`config.mk`:
```
export PLATFORM = sky130hd
export DESIGN_NAME = cm_arbiter_fair
export DESIGN_NICKNAME = d
export VERILOG_FILES = /design/src/rtl/cm_pkg.sv /design/src/rtl/cm_arb_pick.sv /design/src/rtl/cm_arbiter_fair.sv
export SDC_FILE = /design/constraint.sdc
export NUM_CORES = 1
export LEC_CHECK = 0
export BUFFER_PORTS_ARGS = -buffer_cell sky130_fd_sc_hd__buf_2
export CAP_MARGIN = 20
export CORE_ASPECT_RATIO = 1.2
export CORE_MARGIN = 1
export CORE_UTILIZATION = 50
export CTS_BUF_LIST = sky130_fd_sc_hd__clkbuf_8
export CTS_CLUSTER_DIAMETER = 30
export DETAILED_ROUTE_END_ITERATION = 10
export PLACE_DENSITY_LB_ADDON = 0.2
export SLEW_MARGIN = 30
export SYNTH_ARGS = -nofsm -noshare
export SYNTH_HDL_FRONTEND = slang
export SYNTH_SLANG_ARGS = --single-unit
export TNS_END_PERCENT = 30
```
`constraint.sdc`:
```
create_clock -name i_clk -period 7.25 [get_ports i_clk]
set_input_delay 0.725 -clock i_clk [delete_from_list [all_inputs] [get_ports i_clk]]
set_output_delay 0.725 -clock i_clk [all_outputs]
set_load 0.005 [all_outputs]
```
`src/rtl/cm_pkg.sv`:
```
// Shared types and helpers for the lib_cm arbitration blocks.
package cm_pkg;

  typedef enum logic [1:0] {ARB_MIN, ARB_MAX, ARB_RR} t_arb_algo;
  typedef enum logic [1:0] {ARB_IDLE, ARB_GRANT, ARB_LOCK} t_arb_state;

  function automatic int sclog2(input int n);
    int r;
    r = 0;
    while ((1 << r) < n) r++;
    return r;
  endfunction

  // Index width never collapses to zero, even for a single requester.
  function automatic int idx_width(input int n);
    return (n > 1) ? sclog2(n) : 1;
  endfunction

endpackage

```
`src/rtl/cm_arb_pick.sv`:
```
// Combinational winner select: best weight over the mask, ties resolved from
// the rotating pointer (FAIR) or from index 0.
module cm_arb_pick
  import cm_pkg::*;
#(
  parameter int        DCNT      = 4,
  parameter int        DWIDTH    = 8,
  parameter t_arb_algo ALGO      = ARB_MIN,
  parameter bit        FAIR      = 1'b1,
  localparam int       IDX_WIDTH = idx_width(DCNT)
) (
  input  logic [DCNT-1:0]        mask,
  input  logic [DCNT*DWIDTH-1:0] weight,
  input  logic [IDX_WIDTH-1:0]   ptr,
  output logic                   found,
  output logic [IDX_WIDTH-1:0]   idx,
  output logic [DCNT-1:0]        onehot
);

  logic [DCNT-1:0][DWIDTH-1:0] w;
  logic [DWIDTH-1:0]           best;

  // Round-robin flattens every weight so the tie-break alone decides.
  for (genvar g = 0; g < DCNT; g++) begin : g_w
    assign w[g] = (ALGO == ARB_RR) ? '0 : weight[g*DWIDTH +: DWIDTH];
  end

  always_comb begin
    best  = '0;
    found = 1'b0;
    for (int i = 0; i < DCNT; i++) begin
      if (mask[i]) begin
        if (!found ||
            ((ALGO == ARB_MAX) && (w[i] > best)) ||
            ((ALGO != ARB_MAX) && (w[i] < best)))
          best = w[i];
        found = 1'b1;
      end
    end
  end

  always_comb begin
    int   j;
    logic hit;
    idx    = '0;
    onehot = '0;
    hit    = 1'b0;
    j      = 0;
    for (int k = 0; k < DCNT; k++) begin
      j = FAIR ? (k + int'(ptr)) : k;
      if (j >= DCNT) j = j - DCNT;
      if (!hit && mask[j] && (w[j] == best)) begin
        hit       = 1'b1;
        idx       = IDX_WIDTH'(j);
        onehot[j] = 1'b1;
      end
    end
  end

endmodule

```
`src/rtl/cm_arbiter_fair.sv`:
```
// Weighted arbiter with valid/ready grant handshake, rotating tie-break and
// optional grant lock across multi-beat transfers.
module cm_arbiter_fair
  import cm_pkg::*;
#(
  parameter int        DCNT      = 4,
  parameter int        DWIDTH    = 8,
  parameter t_arb_algo ALGO      = ARB_MIN,
  parameter bit        FAIR      = 1'b1,
  localparam int       IDX_WIDTH = idx_width(DCNT)
) (
  input  logic                   i_clk,
  input  logic                   i_rst,
  input  logic [DCNT-1:0]        i_req,
  input  logic [DCNT*DWIDTH-1:0] i_weight,
  input  logic                   i_rdy,
  input  logic                   i_lock,
  output logic                   o_vld,
  output logic [IDX_WIDTH-1:0]   o_gnt,
  output logic [DCNT-1:0]        o_gnt_oh,
  output logic                   o_lck
);

  t_arb_state           state, state_n;
  logic [IDX_WIDTH-1:0] ptr, ptr_n, ptr_inc, gnt_n;
  logic [DCNT-1:0]      oh_n;
  logic                 cur_req;

  logic                 pr_found, po_found;
  logic [IDX_WIDTH-1:0] pr_idx, po_idx;
  logic [DCNT-1:0]      pr_oh, po_oh;

  assign ptr_inc = (o_gnt == IDX_WIDTH'(DCNT-1)) ? '0 : o_gnt + 1'b1;
  assign cur_req = |(i_req & o_gnt_oh);

  // Fresh pick: idle arbitration and re-pick after a withdrawn grant.
  cm_arb_pick #(.DCNT(DCNT), .DWIDTH(DWIDTH), .ALGO(ALGO), .FAIR(FAIR)) u_pick_req (
    .mask   (i_req),
    .weight (i_weight),
    .ptr    (ptr),
    .found  (pr_found),
    .idx    (pr_idx),
    .onehot (pr_oh)
  );

  // Follow-on pick after a handshake or lock release: current owner excluded,
  // tie-break already advanced past it.
  cm_arb_pick #(.DCNT(DCNT), .DWIDTH(DWIDTH), .ALGO(ALGO), .FAIR(FAIR)) u_pick_nxt (
    .mask   (i_req & ~o_gnt_oh),
    .weight (i_weight),
    .ptr    (ptr_inc),
    .found  (po_found),
    .idx    (po_idx),
    .onehot (po_oh)
  );

  always_comb begin
    state_n = state;
    ptr_n   = ptr;
    gnt_n   = o_gnt;
    oh_n    = o_gnt_oh;
    case (state)
      ARB_IDLE: begin
        if (pr_found) begin
          state_n = ARB_GRANT;
          gnt_n   = pr_idx;
          oh_n    = pr_oh;
        end
      end
      ARB_GRANT: begin
        if (i_rdy) begin
          ptr_n = ptr_inc;
          if (i_lock) begin
            state_n = ARB_LOCK;
          end else if (po_found) begin
            gnt_n = po_idx;
            oh_n  = po_oh;
          end else begin
            state_n = ARB_IDLE;
            oh_n    = '0;
          end
        end else if (!cur_req) begin
          if (pr_found) begin
            gnt_n = pr_idx;
            oh_n  = pr_oh;
          end else begin
            state_n = ARB_IDLE;
            oh_n    = '0;
          end
        end
      end
      ARB_LOCK: begin
        if (!i_lock) begin
          if (po_found) begin
            state_n = ARB_GRANT;
            gnt_n   = po_idx;
            oh_n    = po_oh;
          end else begin
            state_n = ARB_IDLE;
            oh_n    = '0;
          end
        end
      end
      default: begin
        state_n = ARB_IDLE;
        oh_n    = '0;
      end
    endcase
  end

  always_ff @(posedge i_clk or posedge i_rst) begin
    if (i_rst) begin
      state    <= ARB_IDLE;
      ptr      <= '0;
      o_gnt    <= '0;
      o_gnt_oh <= '0;
    end else begin
      state    <= state_n;
      ptr      <= ptr_n;
      o_gnt    <= gnt_n;
      o_gnt_oh <= oh_n;
    end
  end

  assign o_vld = (state == ARB_GRANT);
  assign o_lck = (state == ARB_LOCK);

endmodule
```
# After elaboration in Yosys (flattened, before gate mapping)
# Index checks and enable logic that the tools add are counted.
# op_classes
add_sub_neg	15
magnitude_cmp	30
n_eq_ne	16
muxes	139
bitwise	9
n_reduce_logical	47
# op_table
cell	n
32-bit by 1-bit >= comparator with 1-bit output (second input constant)	8
32-bit by 4-bit less-than comparator with 1-bit output (second input constant)	8
32-bit two-way mux	8
8-bit two-way mux	30
32-bit by 4-bit >= comparator with 1-bit output (second input constant)	6
32-bit by 4-bit subtractor with 32-bit output (second input constant)	6
8-bit binary-select mux with 2-bit select	8
8-bit equality test	8
4-bit two-way mux	14
8-bit less-than comparator	6
2-bit two-way mux	21
1-bit two-way mux	39
4-bit OR	6
1-bit logical AND	22
1-bit binary-select mux with 2-bit select	8
1-bit demux with 2-bit select	8
2-bit by 2-bit adder with 3-bit output (first input constant)	4
1-bit logical NOT	12
2-bit case mux with 3 select lines	2
4-bit case mux with 3 select lines	1
4-bit bitwise AND	2
2-bit by 3-bit subtractor with 4-bit output (second input constant)	2
1-bit by 2-bit adder with 3-bit output (first input constant)	2
2-bit by 3-bit >= comparator with 1-bit output (second input constant)	2
13 further kinds	23
# word_totals
register_bits	10
inputBits	40
out_inout_bits	8
wordCells	260

# Logic depth before layout (Yosys ltp)
# logic_depth
ltp_word	34
depth_mapped	35
ltp_nobuf	31

# Cells and area by module
# A second synthesis with hierarchy kept.
# hier_totals
cells_unflattened	814
area_unflattened_um2	7076.8
# modules_own_cells
module	n_inst	cells_per_inst	area_each_um2	seq_area_each_um2
cm_arb_pick	2	372	3175.5	0.0
cm_arbiter_fair	1	70	725.7	250.2

# Least setup slack after synthesis
# OpenSTA, ideal clock, no wires.
# synth_path
path_type	input to register
start	in i_req[0]
end	reg o_gnt_oh[2]
arrival_ns	6.981
slack_ns	0.131
cell_stages	29
path_cell_list	buf_4 nand2_1 or2_2 ha_1 o21a_1 o211ai_1 a21oi_1 o32ai_1 a22oi_1 ha_1 nand2_1 o21ai_1 a221o_1 clkinv_1 a21oi_4 mux2_2 inv_1 ha_1 a211o_1 a211o_1 a21oi_2 nand2_4 buf_6 a2111oi_0 o221ai_2 a2111o_1 mux2_1 a221oi_1 o211ai_1
# synth_via
elab_chain_cells	33
# synth_lines
element	line	source
start: declaration	cm_arbiter_fair.sv:14	input logic [DCNT-1:0] i_req,
4-bit bitwise AND	cm_arbiter_fair.sv:49	.mask (i_req & ~o_gnt_oh),
8-bit two-way mux or 1-bit two-way mux (tied branches)	cm_arb_pick.sv:32	if (mask[i]) begin
8-bit less-than comparator or 1-bit logical NOT (tied branches)	cm_arb_pick.sv:35, cm_arb_pick.sv:33	
1-bit logical OR	cm_arb_pick.sv:34	((ALGO == ARB_MAX) && (w[i] > best)) ||
8-bit two-way mux	cm_arb_pick.sv:33	if (!found ||
8-bit two-way mux	cm_arb_pick.sv:32	
8-bit less-than comparator	cm_arb_pick.sv:35	((ALGO != ARB_MAX) && (w[i] < best)))
1-bit logical OR	cm_arb_pick.sv:34	
[16 not listed]	n/a	
1-bit two-way mux	cm_arb_pick.sv:52	if (!hit && mask[j] && (w[j] == best)) begin
1-bit logical NOT	cm_arb_pick.sv:52	
1-bit logical AND (2 in series)	cm_arb_pick.sv:52	
4-bit two-way mux	cm_arb_pick.sv:52	
4-bit two-way mux	cm_arbiter_fair.sv:75, cm_arbiter_fair.sv:94	
4-bit two-way mux	cm_arbiter_fair.sv:73	if (i_lock) begin
4-bit two-way mux	cm_arbiter_fair.sv:71	if (i_rdy) begin
4-bit case mux with 3 select lines	cm_arbiter_fair.sv:62	case (state)
end signal: assignment	cm_arbiter_fair.sv:121	o_gnt_oh <= oh_n;
end: declaration	cm_arbiter_fair.sv:20	output logic [DCNT-1:0] o_gnt_oh,
# Several ways; a longest one is shown, not always the timed one. The select of a mux whose other input is x is not followed.
# A chain may end at the register's enable or synchronous reset.

# Worst setup path after layout
# layout_path
start	reg o_gnt_oh[0]
end	reg o_gnt[1]
# layout_via
elab_chain_cells	34
# layout_lines
element	line	source
4-bit inverter	cm_arbiter_fair.sv:49	
4-bit bitwise AND	cm_arbiter_fair.sv:49	
8-bit two-way mux or 1-bit two-way mux (tied branches)	cm_arb_pick.sv:32	
8-bit less-than comparator or 1-bit logical NOT (tied branches)	cm_arb_pick.sv:35, cm_arb_pick.sv:33	
1-bit logical OR	cm_arb_pick.sv:34	
8-bit two-way mux	cm_arb_pick.sv:33	
8-bit two-way mux	cm_arb_pick.sv:32	
8-bit less-than comparator	cm_arb_pick.sv:35	
[17 not listed]	n/a	
1-bit two-way mux	cm_arb_pick.sv:52	
1-bit logical NOT	cm_arb_pick.sv:52	
1-bit logical AND (2 in series)	cm_arb_pick.sv:52	
2-bit two-way mux	cm_arb_pick.sv:52	
2-bit two-way mux	cm_arbiter_fair.sv:75, cm_arbiter_fair.sv:94	
2-bit two-way mux	cm_arbiter_fair.sv:73	
2-bit two-way mux	cm_arbiter_fair.sv:71	
2-bit case mux with 3 select lines	cm_arbiter_fair.sv:62	
end signal: assignment	cm_arbiter_fair.sv:120	o_gnt <= gnt_n;
end: declaration	cm_arbiter_fair.sv:19	output logic [IDX_WIDTH-1:0] o_gnt,
# Several ways; a longest one is shown, not always the timed one. The select of a mux whose other input is x is not followed.

==> reports/results.ini <==
[clock_network]
clkTransAtPathRegs_ns = 0.06
hold_buffers = 0
cts_max_path_buffers = 2
htreeDepth = 1
cts_buffers = 3
cts_tree = done
clockRootBuffer = clkbuf_8
clkLatencyLatePin_ns = 0.24
cts.sinks = 10

[setup_path]
critPathKind = flop to flop
cpPeakStageDelay_ns = 0.60
required_ns = 7.36
path_max_fanout = 7
worstSetupEndpointType = flop
start_kind = flop
crit_slowest_cell = or4b_4
worstPathArrival_ns = 7.17
crit_top_cell = buf_6

[cells_and_area]
antenna_cells = 0
drive_gt1_share_pct = 36.6
n_fill_cell = 1052
nets = 941
syn_to_final_growth_pct = 22.6

[synthesis]
synth_seq_area_share_pct = 4.10
netlist_area_sq_mm = 0.00610
synth_flop_cell = dfrtp_1
synthCells = 729
syn_avg_cell_area_sq_um = 8.37
synth.top_cell.area_share_pct = 15.1
async_reset_ff_share_pct = 100
synth_edf_count = 0
synth_cell_types = 87
yosys_register_bits = 10
yosysWarnings = 0
synth_nets = 831
synth.area.top_cells = mux4_2, ha_1, xnor2_1, mux2i_1, dfrtp_1
yosysTopAreaCell = mux4_2

[timing]
fin_ws_ns = 0.188
fin_crit_sh_pct = 97.4
worstMarginPinSlew_ns = 0.912
setup_viol = 0
slew_viol_final = 0
hold_viol = 0
layout_min_cycle_time_ns = 7.06
whs_ns = 0.468
clock_skew_ns = 0.00831
relSlewSlack_pct = 39.2
max_freq_ghz = 0.142

[detailed_routing]
ant_nets = 0
wire_per_inst_um = 23.1
drt_wl_total_um = 23000
drc = 0
dr.pass1.iters = 6
drt_iter0_drc = 699
routed_via_density = 6.65
vias = 6613

[power]
p_sw_share_pct = 50.7
p_comb_share_pct = 91.8
vdd_drop_max_uv = 151
switchingPower_mw = 0.868
clkPwrFrac_pct = 3.6
p_leak_nw = 3.16
power.density_mw_per_mm2 = 229
seq_power_share_pct = 4.7
intPower_mw = 0.844

[die]
ioPinCount = 48
start_util_pct = 52.0
dieArea_sq_mm = 0.0127
fp.coreArea_sq_mm = 0.0117
fp.dieH_um = 123
rows = 43
die_x_um = 103

[global_routing]
grt_use_total_pct = 36.3
grt_first_pass_wirelength_um = 34300
grt_pass1_vias = 6496
grt-ovfl-total = 0
grt_max_degree = 44
antenna_found_initial = 0

[placed_design]
hpwlAfterDp_um = 17400
numPortBuffers = 47
place_ws_ns = -0.647
place_congestion = 1.00

[run_status]
status = completed

[flow_run]
drv_cap = 0

[worst_hold_path]
hold_class = input pin to asynchronous set/reset pin

==> cell type report <==
cell class,count,area (sq um),area share (%)
clock buffer,3,41.3,0.552
timing repair buffer,153,1070,14.3
multi-input combinational,629,5760,77.0
inverter,42,160,2.14
clock inverter,1,3.75,0.0501
tap,157,196,2.62
sequential,10,251,3.36
==> cells in the mapped netlist, types with 4 or more instances <==
cell,number
a21oi_1,37
ha_1,62
mux2_2,18
inv_1,39
and3_1,10
mux4_2,41
buf_1,7
a211oi_1,6
and2_1,9
mux2_1,4
clkbuf_1,27
a221oi_1,12
o21ai_0,34
nor2_1,43
xnor2_1,51
nand2_1,66
xor2_1,13
nand3_1,15
buf_4,6
nor4_1,9
buf_2,7
or2_2,6
nor3b_1,4
o21a_1,4
nand4_1,7
o22ai_1,4
a21o_1,4
nor3_1,12
dfrtp_1,10
nand2b_1,14
a22o_1,4
a31oi_1,5
o211ai_1,13
a21oi_2,4
o31ai_1,4
a22oi_1,12
mux2i_1,34
mux2_4,5
==> flip-flops by register name, summed over array words and instances (netlist names) <==
signal	cells
ptr	2
state	2
o_gnt_oh	4
o_gnt	2
==> power by group through the flow <==
stage / sequential [mW] / clock [mW] / combinational [mW]
detailed placement: 0.0805 / 0 / 1.48
finish: 0.0799 / 0.0609 / 1.57
global route: 0.0809 / 0.0659 / 1.68
CTS: 0.0795 / 0.0613 / 1.50
global placement: 0.0796 / 0 / 1.44
floorplan: 0.0890 / 0 / 1.11
==> path summary, 6_finish.rpt <==
| kind | start | endpoint | slack [ns] | cells after the start |
|---|---|---|---|---|
| setup / recovery | o_gnt_oh[0] | o_gnt[1] | 0.19 | 32 |
| hold / removal | i_rst | o_gnt_oh[2] | 0.47 | 2 |
| setup reg to reg | o_gnt_oh[0] | o_gnt[1] | 0.19 | 32 |
| hold reg to reg | state[1] | state[1] | 0.66 | 2 |
| max in group asynchronous | i_rst | ptr[0] | 6.47 | 2 |
| min in group i_clk | state[1] | state[1] | 0.66 | 2 |
==> worst max-delay path: cells and delay by family (launching register included) <==
kind            cells  cell delay, ns
compound gates     14            2.70
simple gates        7            1.60
buf+inv             7            0.88
fa+ha+maj           3            0.82
flops               1            0.56
mux                 1            0.38
==> cell families after synthesis <==
group | synth area share (%)
compound gates | 22.5
flops | 4.10
fa+ha+maj | 12.7
mux | 27.1
xor+xnor | 9.18
simple gates | 18.2
buf+inv | 6.21
==> cell usage in the layout, fill, tap and decap left out, types with 8 or more instances in the layout <==
cell type  instances
nor3_1            10
a21oi_1           35
o21ai_0           32
mux2_4             8
and2_1             8
mux2_2            18
buf_2             45
nor2_1            41
ha_1              60
nand3_1           15
xnor2_1           50
and3_1            10
buf_4            100
nand2_1           63
mux2i_1           31
o211ai_1          13
xor2_1            13
dfrtp_1            9
inv_1             40
nand2b_1          13
mux4_2            41
==> per-layer routing <==
layer | GRT usage [%] | routed length [um]
met5 | 0 | 0
met2 | 62.2 | 10900
met1 | 41.7 | 8520
met4 | 26.3 | 1850
met3 | 3.62 | 1660
==> what timing repair did <==
item,CTS,global route
gates cloned,0,0
buffers inserted,0,8
gates resized for setup,12,63
pin swaps,6,33
setup endpoints to repair,6,6
==> metrics by stage <==
stage / instance area [sq um] / std cells / setup TNS, ns / total power [mW] / utilization [%]
after CTS: 7170 / 990 / 0 / 1.64 / 61.1
final: 7490 / 995 / 0 / 1.71 / 63.8
after floorplan: 6100 / 729 / 0 / 1.20 / -
after global placement: 7080 / 986 / -2.67 / 1.52 / 60.3
after global routing: 7490 / 995 / -0.203 / 1.83 / 63.8
after detailed placement: 7080 / 986 / -3.14 / 1.56 / 60.3
Power figures use the tool's default switching activity.
